**src/rtl/cpu_io_pkg.sv**
```systemverilog
// Shared constants for the CPU I/O conditioning blocks.
// cnt_width() gives the debounce counter size for a given cycle count.
package cpu_io_pkg;

    localparam int SW_WIDTH                = 8;
    localparam int DEBOUNCE_CYCLES_DEFAULT = 1000000;
    localparam int DEBOUNCE_CYCLES_SIM     = 4;

    function automatic int cnt_width(input int cycles);
        return (cycles < 1) ? 1 : $clog2(cycles + 1);
    endfunction

endpackage

```
**src/rtl/switch_conditioner_if.sv**
```systemverilog
// Switch bus between the board pins, the conditioner and the CPU I/O.
// The master drives raw levels; the slave (conditioner) returns clean levels and strobes.
interface switch_conditioner_if #(
    parameter int WIDTH = cpu_io_pkg::SW_WIDTH
);
    logic [WIDTH-1:0] sw_raw;
    logic [WIDTH-1:0] sw_clean;
    logic [WIDTH-1:0] sw_rise;
    logic [WIDTH-1:0] sw_fall;
    logic             sw_any_change;

    modport master (
        output sw_raw,
        input  sw_clean, sw_rise, sw_fall, sw_any_change
    );

    modport slave (
        input  sw_raw,
        output sw_clean, sw_rise, sw_fall, sw_any_change
    );
endinterface

```
**src/rtl/debounce_bit.sv**
```systemverilog
// One switch bit: 2-FF synchroniser, saturating debounce counter, clean level
// and registered one-cycle rise/fall strobes.
module debounce_bit
    import cpu_io_pkg::*;
#(
    parameter int DEBOUNCE_CYCLES = DEBOUNCE_CYCLES_DEFAULT
) (
    input  logic clk,
    input  logic rst_n,
    input  logic sw_raw_i,
    output logic clean_o,
    output logic rise_o,
    output logic fall_o
);
    localparam int               CNT_W    = cnt_width(DEBOUNCE_CYCLES);
    localparam logic [CNT_W-1:0] CNT_LAST = CNT_W'((DEBOUNCE_CYCLES < 1) ? 0 : DEBOUNCE_CYCLES - 1);

    if (DEBOUNCE_CYCLES < 1) begin : g_bad_cfg
        $fatal(1, "debounce_bit: DEBOUNCE_CYCLES must be at least 1");
    end

    logic             sync1_q, sync2_q;
    logic             clean_q, clean_d;
    logic             rise_q, rise_d;
    logic             fall_q, fall_d;
    logic [CNT_W-1:0] cnt_q, cnt_d;

    // cnt==0 is IDLE, anything else is COUNTING toward a flip of the clean level.
    always_comb begin
        cnt_d   = cnt_q;
        clean_d = clean_q;
        rise_d  = 1'b0;
        fall_d  = 1'b0;
        if (sync2_q == clean_q) begin
            cnt_d = '0;
        end else if (cnt_q == CNT_LAST) begin
            cnt_d   = '0;
            clean_d = sync2_q;
            rise_d  = sync2_q;
            fall_d  = ~sync2_q;
        end else begin
            cnt_d = cnt_q + 1'b1;
        end
    end

    always_ff @(posedge clk) begin
        if (!rst_n) begin
            sync1_q <= 1'b0;
            sync2_q <= 1'b0;
            clean_q <= 1'b0;
            rise_q  <= 1'b0;
            fall_q  <= 1'b0;
            cnt_q   <= '0;
        end else begin
            sync1_q <= sw_raw_i;
            sync2_q <= sync1_q;
            clean_q <= clean_d;
            rise_q  <= rise_d;
            fall_q  <= fall_d;
            cnt_q   <= cnt_d;
        end
    end

    assign clean_o = clean_q;
    assign rise_o  = rise_q;
    assign fall_o  = fall_q;

endmodule

```
**src/rtl/switch_conditioner.sv**
```systemverilog
// Conditions the raw board switches into clean CPU-visible levels, one
// independent debouncer per bit, plus a combined change strobe.
module switch_conditioner
    import cpu_io_pkg::*;
#(
    parameter int WIDTH           = SW_WIDTH,
    parameter int DEBOUNCE_CYCLES = DEBOUNCE_CYCLES_DEFAULT
) (
    input  logic                 clk,
    input  logic                 rst_n,
    switch_conditioner_if.slave  sw
);
    logic [WIDTH-1:0] clean_w;
    logic [WIDTH-1:0] rise_w;
    logic [WIDTH-1:0] fall_w;

    for (genvar gi = 0; gi < WIDTH; gi++) begin : g_bit
        debounce_bit #(
            .DEBOUNCE_CYCLES(DEBOUNCE_CYCLES)
        ) u_bit (
            .clk      (clk),
            .rst_n    (rst_n),
            .sw_raw_i (sw.sw_raw[gi]),
            .clean_o  (clean_w[gi]),
            .rise_o   (rise_w[gi]),
            .fall_o   (fall_w[gi])
        );
    end

    assign sw.sw_clean      = clean_w;
    assign sw.sw_rise       = rise_w;
    assign sw.sw_fall       = fall_w;
    // Strobes are already registered, so the OR lands in the same cycle.
    assign sw.sw_any_change = |(rise_w | fall_w);

endmodule

```
**src/flat_wrapper.sv**
```systemverilog
// flat-port wrapper written by rule: the top's interface ports become plain ports
module switch_conditioner_flat import cpu_io_pkg::*;
#(
    parameter int WIDTH           = SW_WIDTH,
    parameter int DEBOUNCE_CYCLES = DEBOUNCE_CYCLES_DEFAULT
)
  (clk, rst_n, sw_sw_raw, sw_sw_clean, sw_sw_rise, sw_sw_fall, sw_sw_any_change);
  switch_conditioner_if #(.WIDTH(WIDTH)) sw_i ();
  input  logic clk;
  input  logic rst_n;
  input wire logic [$bits(sw_i.sw_raw)-1:0] sw_sw_raw;
  output wire logic [$bits(sw_i.sw_clean)-1:0] sw_sw_clean;
  output wire logic [$bits(sw_i.sw_rise)-1:0] sw_sw_rise;
  output wire logic [$bits(sw_i.sw_fall)-1:0] sw_sw_fall;
  output wire logic [$bits(sw_i.sw_any_change)-1:0] sw_sw_any_change;
  assign sw_i.sw_raw = sw_sw_raw;
  assign sw_sw_clean = sw_i.sw_clean;
  assign sw_sw_rise = sw_i.sw_rise;
  assign sw_sw_fall = sw_i.sw_fall;
  assign sw_sw_any_change = sw_i.sw_any_change;
  switch_conditioner #(.WIDTH(WIDTH), .DEBOUNCE_CYCLES(DEBOUNCE_CYCLES)) u_core (.clk(clk), .rst_n(rst_n), .sw(sw_i));
endmodule
```
**config.mk**
```make
export PLATFORM = sky130hd
export DESIGN_NAME = switch_conditioner_flat
export DESIGN_NICKNAME = d
export VERILOG_FILES = /design/src/rtl/cpu_io_pkg.sv /design/src/rtl/switch_conditioner_if.sv /design/src/rtl/debounce_bit.sv /design/src/rtl/switch_conditioner.sv /design/src/flat_wrapper.sv
export SDC_FILE = /design/constraint.sdc
export NUM_CORES = 1
export LEC_CHECK = 0
export ABC_AREA = 1
export CORE_MARGIN = 2
export CORE_UTILIZATION = 59
export DETAILED_ROUTE_END_ITERATION = 8
export GPL_TIMING_DRIVEN = 1
export PLACE_DENSITY = 0.85
export SLEW_MARGIN = 20
export SYNTH_ARGS = -nofsm -noshare
export SYNTH_HDL_FRONTEND = slang
export SYNTH_SLANG_ARGS = --single-unit
export TNS_END_PERCENT = 30
```
**constraint.sdc**
```tcl
create_clock -name clk -period 1.7 [get_ports clk]
set_clock_uncertainty 0.05 [all_clocks]
set_input_delay 0.34 -clock clk [delete_from_list [all_inputs] [get_ports clk]]
set_output_delay 0.34 -clock clk [all_outputs]
set_load 0.03 [all_outputs]
```
==> results of run 1 <==
## cells in the mapped netlist (5+ instances only)
cell type | count | share of area
nand2_1 | 353 | 0.13
nor2_1 | 318 | 0.12
dfxtp_1 | 200 | 0.40
inv_1 | 166 | 0.062
nand3_1 | 103 | 0.051
a21oi_1 | 55 | 0.027
xor2_1 | 44 | 0.038
nand4_1 | 39 | 0.024
buf_4 | 30 | 0.022
xnor2_1 | 23 | 0.020
nor3_1 | 18 | 0.0089
o21ai_0 | 14 | 0.0069
nand3_2 | 12 | 0.012
nor2_2 | 11 | 0.0068
a21oi_2 | 10 | 0.0087
ha_1 | 8 | 0.0099
nand3b_1 | 7 | 0.0052
nor2_4 | 7 | 0.0078
o21bai_1 | 6 | 0.0045
or2_2 | 6 | 0.0037
buf_2 | 5 | 0.0025
buf_6 | 5 | 0.0056
nor4_1 | 5 | 0.0031
## area by class of cell
type,count,area (um^2)
inverters,169,636
well taps,220,275
clock inverters,14,198
multi-input cells,1068,5210
clock buffers,18,429
flip-flops and latches,200,4010
repair buffers,76,658
fillers,1352,5220
## worst max-delay path, delay by kind of cell (launching register included)
kind	cells	cell delay, ns
flip-flops	1	0.32
AND/OR/NAND/NOR	2	0.46
buffers and inverters	2	0.36
## state kept, by name, indices dropped and copies added (netlist names)
name,count
u_core.g_bit.u_bit.sync1_q,8
u_core.g_bit.u_bit.fall_o,8
u_core.g_bit.u_bit.rise_o,8
u_core.g_bit.u_bit.clean_o,8
u_core.g_bit.u_bit.cnt_q,160
u_core.g_bit.u_bit.sync2_q,8
## per-layer routing
layer,track usage,wire (um),vias up
met2,0.433,10700,271
li1,-,-,4731
met4,0.102,523,0
met5,0,0,-
met1,0.314,9780,4198
met3,0.0435,1090,53
## logic make-up (layout without fill, tap and decap cells)
| family | after synthesis | after routing | synth area share |
|---|---|---|---|
| buffers and inverters | 211 | 277 | 0.0942 |
| adders and majority gates | 8 | 8 | 0.00991 |
| xor gates and xnor gates | 67 | 67 | 0.0581 |
| and+or+nand+nor | 903 | 903 | 0.391 |
| AOI/OAI and AO/OA | 90 | 90 | 0.0502 |
| DFF | 200 | 200 | 0.396 |
## stage by stage
stage,util,instance area [um^2],setup TNS (ns)
6_report,0.686,11400,-0.275
5_1_grt,0.686,11400,-0.322
4_1_cts,0.686,11400,-0.266
3_5_place_dp,0.647,10800,-10.76
3_3_place_gp,0.647,10800,-8.35
2_1_floorplan,-,10100,0
## final timing paths
path                                  startpoint                         endpoint  slack (ns)  cells past startpoint
hold reg to reg    u_core.g_bit[0].u_bit.sync1_q    u_core.g_bit[0].u_bit.sync2_q        0.36                      2
setup / recovery    u_core.g_bit[5].u_bit.fall_o                 sw_sw_any_change       -0.28                      4
hold / removal     u_core.g_bit[0].u_bit.sync1_q    u_core.g_bit[0].u_bit.sync2_q        0.36                      2
setup reg to reg  u_core.g_bit[3].u_bit.cnt_q[1]  u_core.g_bit[3].u_bit.cnt_q[10]        0.10                      7
## power by group
part / switching, uW / leakage (uW) / total [uW] / internal (uW)
combinational: 90.0 / 0.00197 / 157 / 67.5
sequential: 11.3 / 0.00162 / 4720 / 4710
clock: 1820 / 0.000295 / 4300 / 2480
total: 1920 / 0.00388 / 9170 / 7250
## timing repair
item / 4_1_cts / 5_1_grt
gates resized for setup: 54 / 13
pin swaps: 3 / 0
endpoints found under the setup margin: 25 / 48
setup buffers: 0 / 0
hold buffers: 0 / 0
==> metrics.txt, run 1 <==
Port Buffers=34; Die H=135 um; Placement Rows=47; Final Worst Setup Slack=-0.275 ns; kind of critical path=flop to output port; initial core utilization=0.607; H-tree level count=4; GR Util All Layers=0.252; Post-synth EDFFs=0; Worst Path Required=approximately 1.3 ns; Post-Syn Area per Cell=6.83 um^2; area of the die=about 18000 um^2; Routed WL=approximately 22000 um; CTS tree=yes; CTS max path bufs=2; Startpoint Class=flop; Tcrit/Tclk final=1.16; Final Hold Slack=around 0.36 ns; pin count of the biggest net entering global routing=21; Yosys reg bits=200; number of global-route vias before repair=between 8000 and 9000; Worst path max stage delay=around 0.32 ns; commonest non-fill, non-tap cells in the layout=352 x nand2_1, 315 x nor2_1, 195 x dfxtp_1, 166 x inv_1, 103 x nand3_1; syn_nets=between 1000 and 1500; Slew Viols, Final=0; CTS sink count=200; Fin. Hold Viols=0; fmax=between 500 and 600 MHz; most common cell after layout, fill and taps aside=nand2_1; final period demand of the worst path=around 2.0 ns; CP max-delay cell=dfxtp_2; first-pass GRT wire length=37900 um; min-delay worst type=flop to flop; CTS Buf Count=17; placed insts=1734; grt total ovfl=0; vias post-DR=9253; DRT Pass-1 Iters=5; Avg Vias per Cell=approximately 5.2; DR iter-0 viols=706; Ant. Diodes=0; share of layout cells above drive strength 1=0.104; Final Setup Violations=1; RSZ-0062 raised after global routing=true; Worst VDD drop=a little under 700 uV; Seq/Total Area, Yosys=0.396; Core Region=16600 um^2; max-cap violations=0; clock slew at reported path FFs=around 0.070 ns; cell count after synthesis=approximately 1500; share of flip-flops with an asynchronous set or reset=0; wire per inst=roughly 12 um; drt drc=0; Root Driver=clkbuf_16; failing checks=setup timing; status=complete, but fails checks; Worst EP arrival=about 1.6 ns; Slew @ Worst Pin=approximately 0.47 ns; Worst setup EP type=output port; initial antenna violation count=0; headroom to the max-slew limit=0.682; Area growth syn-to-layout=13.1%; # IOs=35; die width=between 100 and 150 um; Non-Filler Instances=between 1500 and 2000; crit path max fanout=2; Clk Latency, worst-skew pair=0.44 ns; total power=around 9200 uW; pre-CTS setup slack=-0.378 ns; Main synth FF type=dfxtp_1; synth warn=0; pwr dens=803 nW/um^2; GPL Wtd Cong=0.917; critical path cell sequence=nor4_2 > buf_4 > nand4_1 > buf_6; Post-DP HPWL=approximately 16000 um; Lkg Pwr=roughly 0.0039 uW; antenna-violating nets left=0; count of cell types in the netlist=39; NumNets Final=1550; Netlist Area Pre-Place=a little over 10000 um^2
No activity file was read; power rests on OpenSTA's default activity.
==> run 2: changes to the inputs <==
--- a/config.mk
+++ b/config.mk
@@ -6,8 +6,7 @@
 export NUM_CORES = 1
 export LEC_CHECK = 0
 export ABC_AREA = 1
-export CORE_MARGIN = 2
-export CORE_UTILIZATION = 59
+export CORE_UTILIZATION = 56
 export DETAILED_ROUTE_END_ITERATION = 8
 export GPL_TIMING_DRIVEN = 1
 export PLACE_DENSITY = 0.85
==> constraint.sdc (replaced) <==
create_clock -name clk -period 1.62 [get_ports clk]
set_clock_uncertainty 0.05 [all_clocks]
set_input_delay 0.324 -clock clk [delete_from_list [all_inputs] [get_ports clk]]
set_output_delay 0.324 -clock clk [all_outputs]
set_load 0.03 [all_outputs]
==> run 2 against run 1 <==
The flow still finishes with violations (setup timing). Highest routed layer unchanged. Critical path depth fell by 1. Routed wire length about the same. Die area grew 2.2%. Sequential share of layout area down 0.41 points. Largest power group unchanged.
==> metrics.txt, run 2 (synthesis results as in run 1) <==
Worst EP arrival=1.58 ns (about the same); number of global-route vias before repair=8637 (-0.79%); DRT Pass-1 Iters=5 (unchanged); placed insts=1741 (+0.40%); area of the die=18600 um^2 (+2.2%); die width=136 um (+1.1%); final period demand of the worst path=between 1.5 and 2 ns; Placement Rows=48 (+2.1%); Worst VDD drop=1020 uV (+47%); drt drc=0 (unchanged); pwr dens=836 nW/um^2 (+4.1%); commonest non-fill, non-tap cells in the layout=350 x nand2_1, 314 x nor2_1, 196 x dfxtp_1, 164 x inv_1, 100 x nand3_1; vias post-DR=9271 (+0.19%); wire per inst=12.4 um (-0.68%); pin count of the biggest net entering global routing=21 (unchanged); CTS Hold Bufs=0 (unchanged); H-tree level count=4 (unchanged); antenna-violating nets left=0 (unchanged); Routed WL=22100 um (about the same); kind of critical path=flop to output port; Clk Latency, worst-skew pair=0.44 ns (about the same); Core Region=17500 um^2 (+5.0%); max FFs per register=160 (unchanged); max-cap violations=0 (unchanged); Final Hold Slack=0.359 ns (-0.00307 ns); Util after Layout=0.661 (-0.0253); most common cell after layout, fill and taps aside=nand2_1; GR Util All Layers=0.243 (-0.00867); Area growth syn-to-layout=14.4%; headroom to the max-slew limit=0.702 (+0.0194); NumNets Final=1560 (+0.65%); pre-CTS setup slack=-0.360 ns (+0.0183 ns); Slew Viols, Final=0 (unchanged); Avg Vias per Cell=5.21 (-0.54%); GPL Wtd Cong=0.897 (-2.1%); CTS tree=yes; min-delay worst type=input port to flop; Die H=136 um (+1.1%); Startpoint Class=flop; Filler Cell Count=1470 (+8.7%); Post-DP HPWL=15700 um (-0.80%); Largest Register=u_core.g_bit.u_bit.cnt_q; RSZ-0062 raised after global routing=true; Root Driver=clkbuf_16; Fin. Hold Viols=0 (unchanged); crit path max fanout=2 (unchanged); status=complete, but fails checks; Worst setup EP type=output port; fmax=about 500 MHz; Port Buffers=34 (unchanged); grt total ovfl=0 (unchanged); first-pass GRT wire length=36700 um (-3.3%); Tcrit/Tclk final=1.21; initial core utilization=0.578 (-0.0290); CTS max path bufs=2 (unchanged); Non-Filler Instances=1778 (+0.74%); sum of negative setup slack=-0.335 ns (-0.0594 ns); failing checks=setup timing; Lkg Pwr=0.00389 uW (+0.31%); Ant. Diodes=0 (unchanged); Final Setup Violations=1 (unchanged); share of layout cells above drive strength 1=0.118 (+0.0143); # IOs=35 (unchanged); Slew @ Worst Pin=0.444 ns (-0.0289 ns); CTS sink count=200 (unchanged); DR iter-0 viols=600 (-15%); clock slew at reported path FFs=0.06 ns (about the same); Final Worst Setup Slack=-0.335 ns (-0.0594 ns); initial antenna violation count=0 (unchanged); Worst Path Required=1.25 ns (-0.06 ns); CTS Buf Count=17 (unchanged)
==> run 2: metrics by stage <==
step	power [uW]	area (um^2)
global placement	5220	10800
CTS	9710	11400
floorplan	5150	10100
global route	9920	11500
detailed placement	5220	10800
finish	9660	11500
==> run 2: worst paths after layout <==
check / from / to / slack (ns) / cells after the start
worst max-delay path: u_core.g_bit[1].u_bit.rise_o / sw_sw_any_change / -0.33 / 3
worst min-delay path: sw_sw_raw[7] / u_core.g_bit[7].u_bit.sync1_q / 0.36 / 3
worst max register to register: u_core.g_bit[5].u_bit.cnt_q[7] / u_core.g_bit[5].u_bit.cnt_q[5] / 0.07 / 6
worst min register to register: u_core.g_bit[0].u_bit.cnt_q[0] / u_core.g_bit[0].u_bit.cnt_q[0] / 0.37 / 1
==> run 2: metal layers <==
metal / global-route usage / routed length, um / share of wire / up-vias
met2: 0.426 / 10700 / 0.49 / 250
li1: - / - / - / 4757
met1: 0.292 / 9870 / 0.45 / 4220
met5: 0 / 0 / 0 / -
met3: 0.0433 / 1010 / 0.046 / 44
met4: 0.102 / 476 / 0.022 / 0
==> run 2: cell type report <==
type	count	area, um^2	share of cell area
well taps	225	282	0.0244
clock buffers	23	488	0.0422
repair buffers	83	713	0.0617
multi-input cells	1071	5280	0.457
inverters	169	636	0.0550
clock inverters	7	141	0.0122
flip-flops and latches	200	4010	0.347
==> run 2: power by group <==
group / switching (uW) / internal, uW / total, uW
logic: 96.7 / 72.2 / 169
clock network: 1800 / 2730 / 4540
registers: 14.0 / 4940 / 4950
==> run 2: critical path: stages, from the launching register on <==
cell     delay [ns]
dfxtp_2        0.34
nor4_2         0.35
nand4_1        0.24
buf_6          0.21
==> run 2: repair_timing <==
item / in CTS / in global routing
endpoints found under the setup margin: 25 / 98
gates resized for setup: 59 / 38
endpoints found under the hold margin: 0 / 0
pin swaps: 3 / 2
cloned: 0 / 3
buffers inserted: 0 / 4
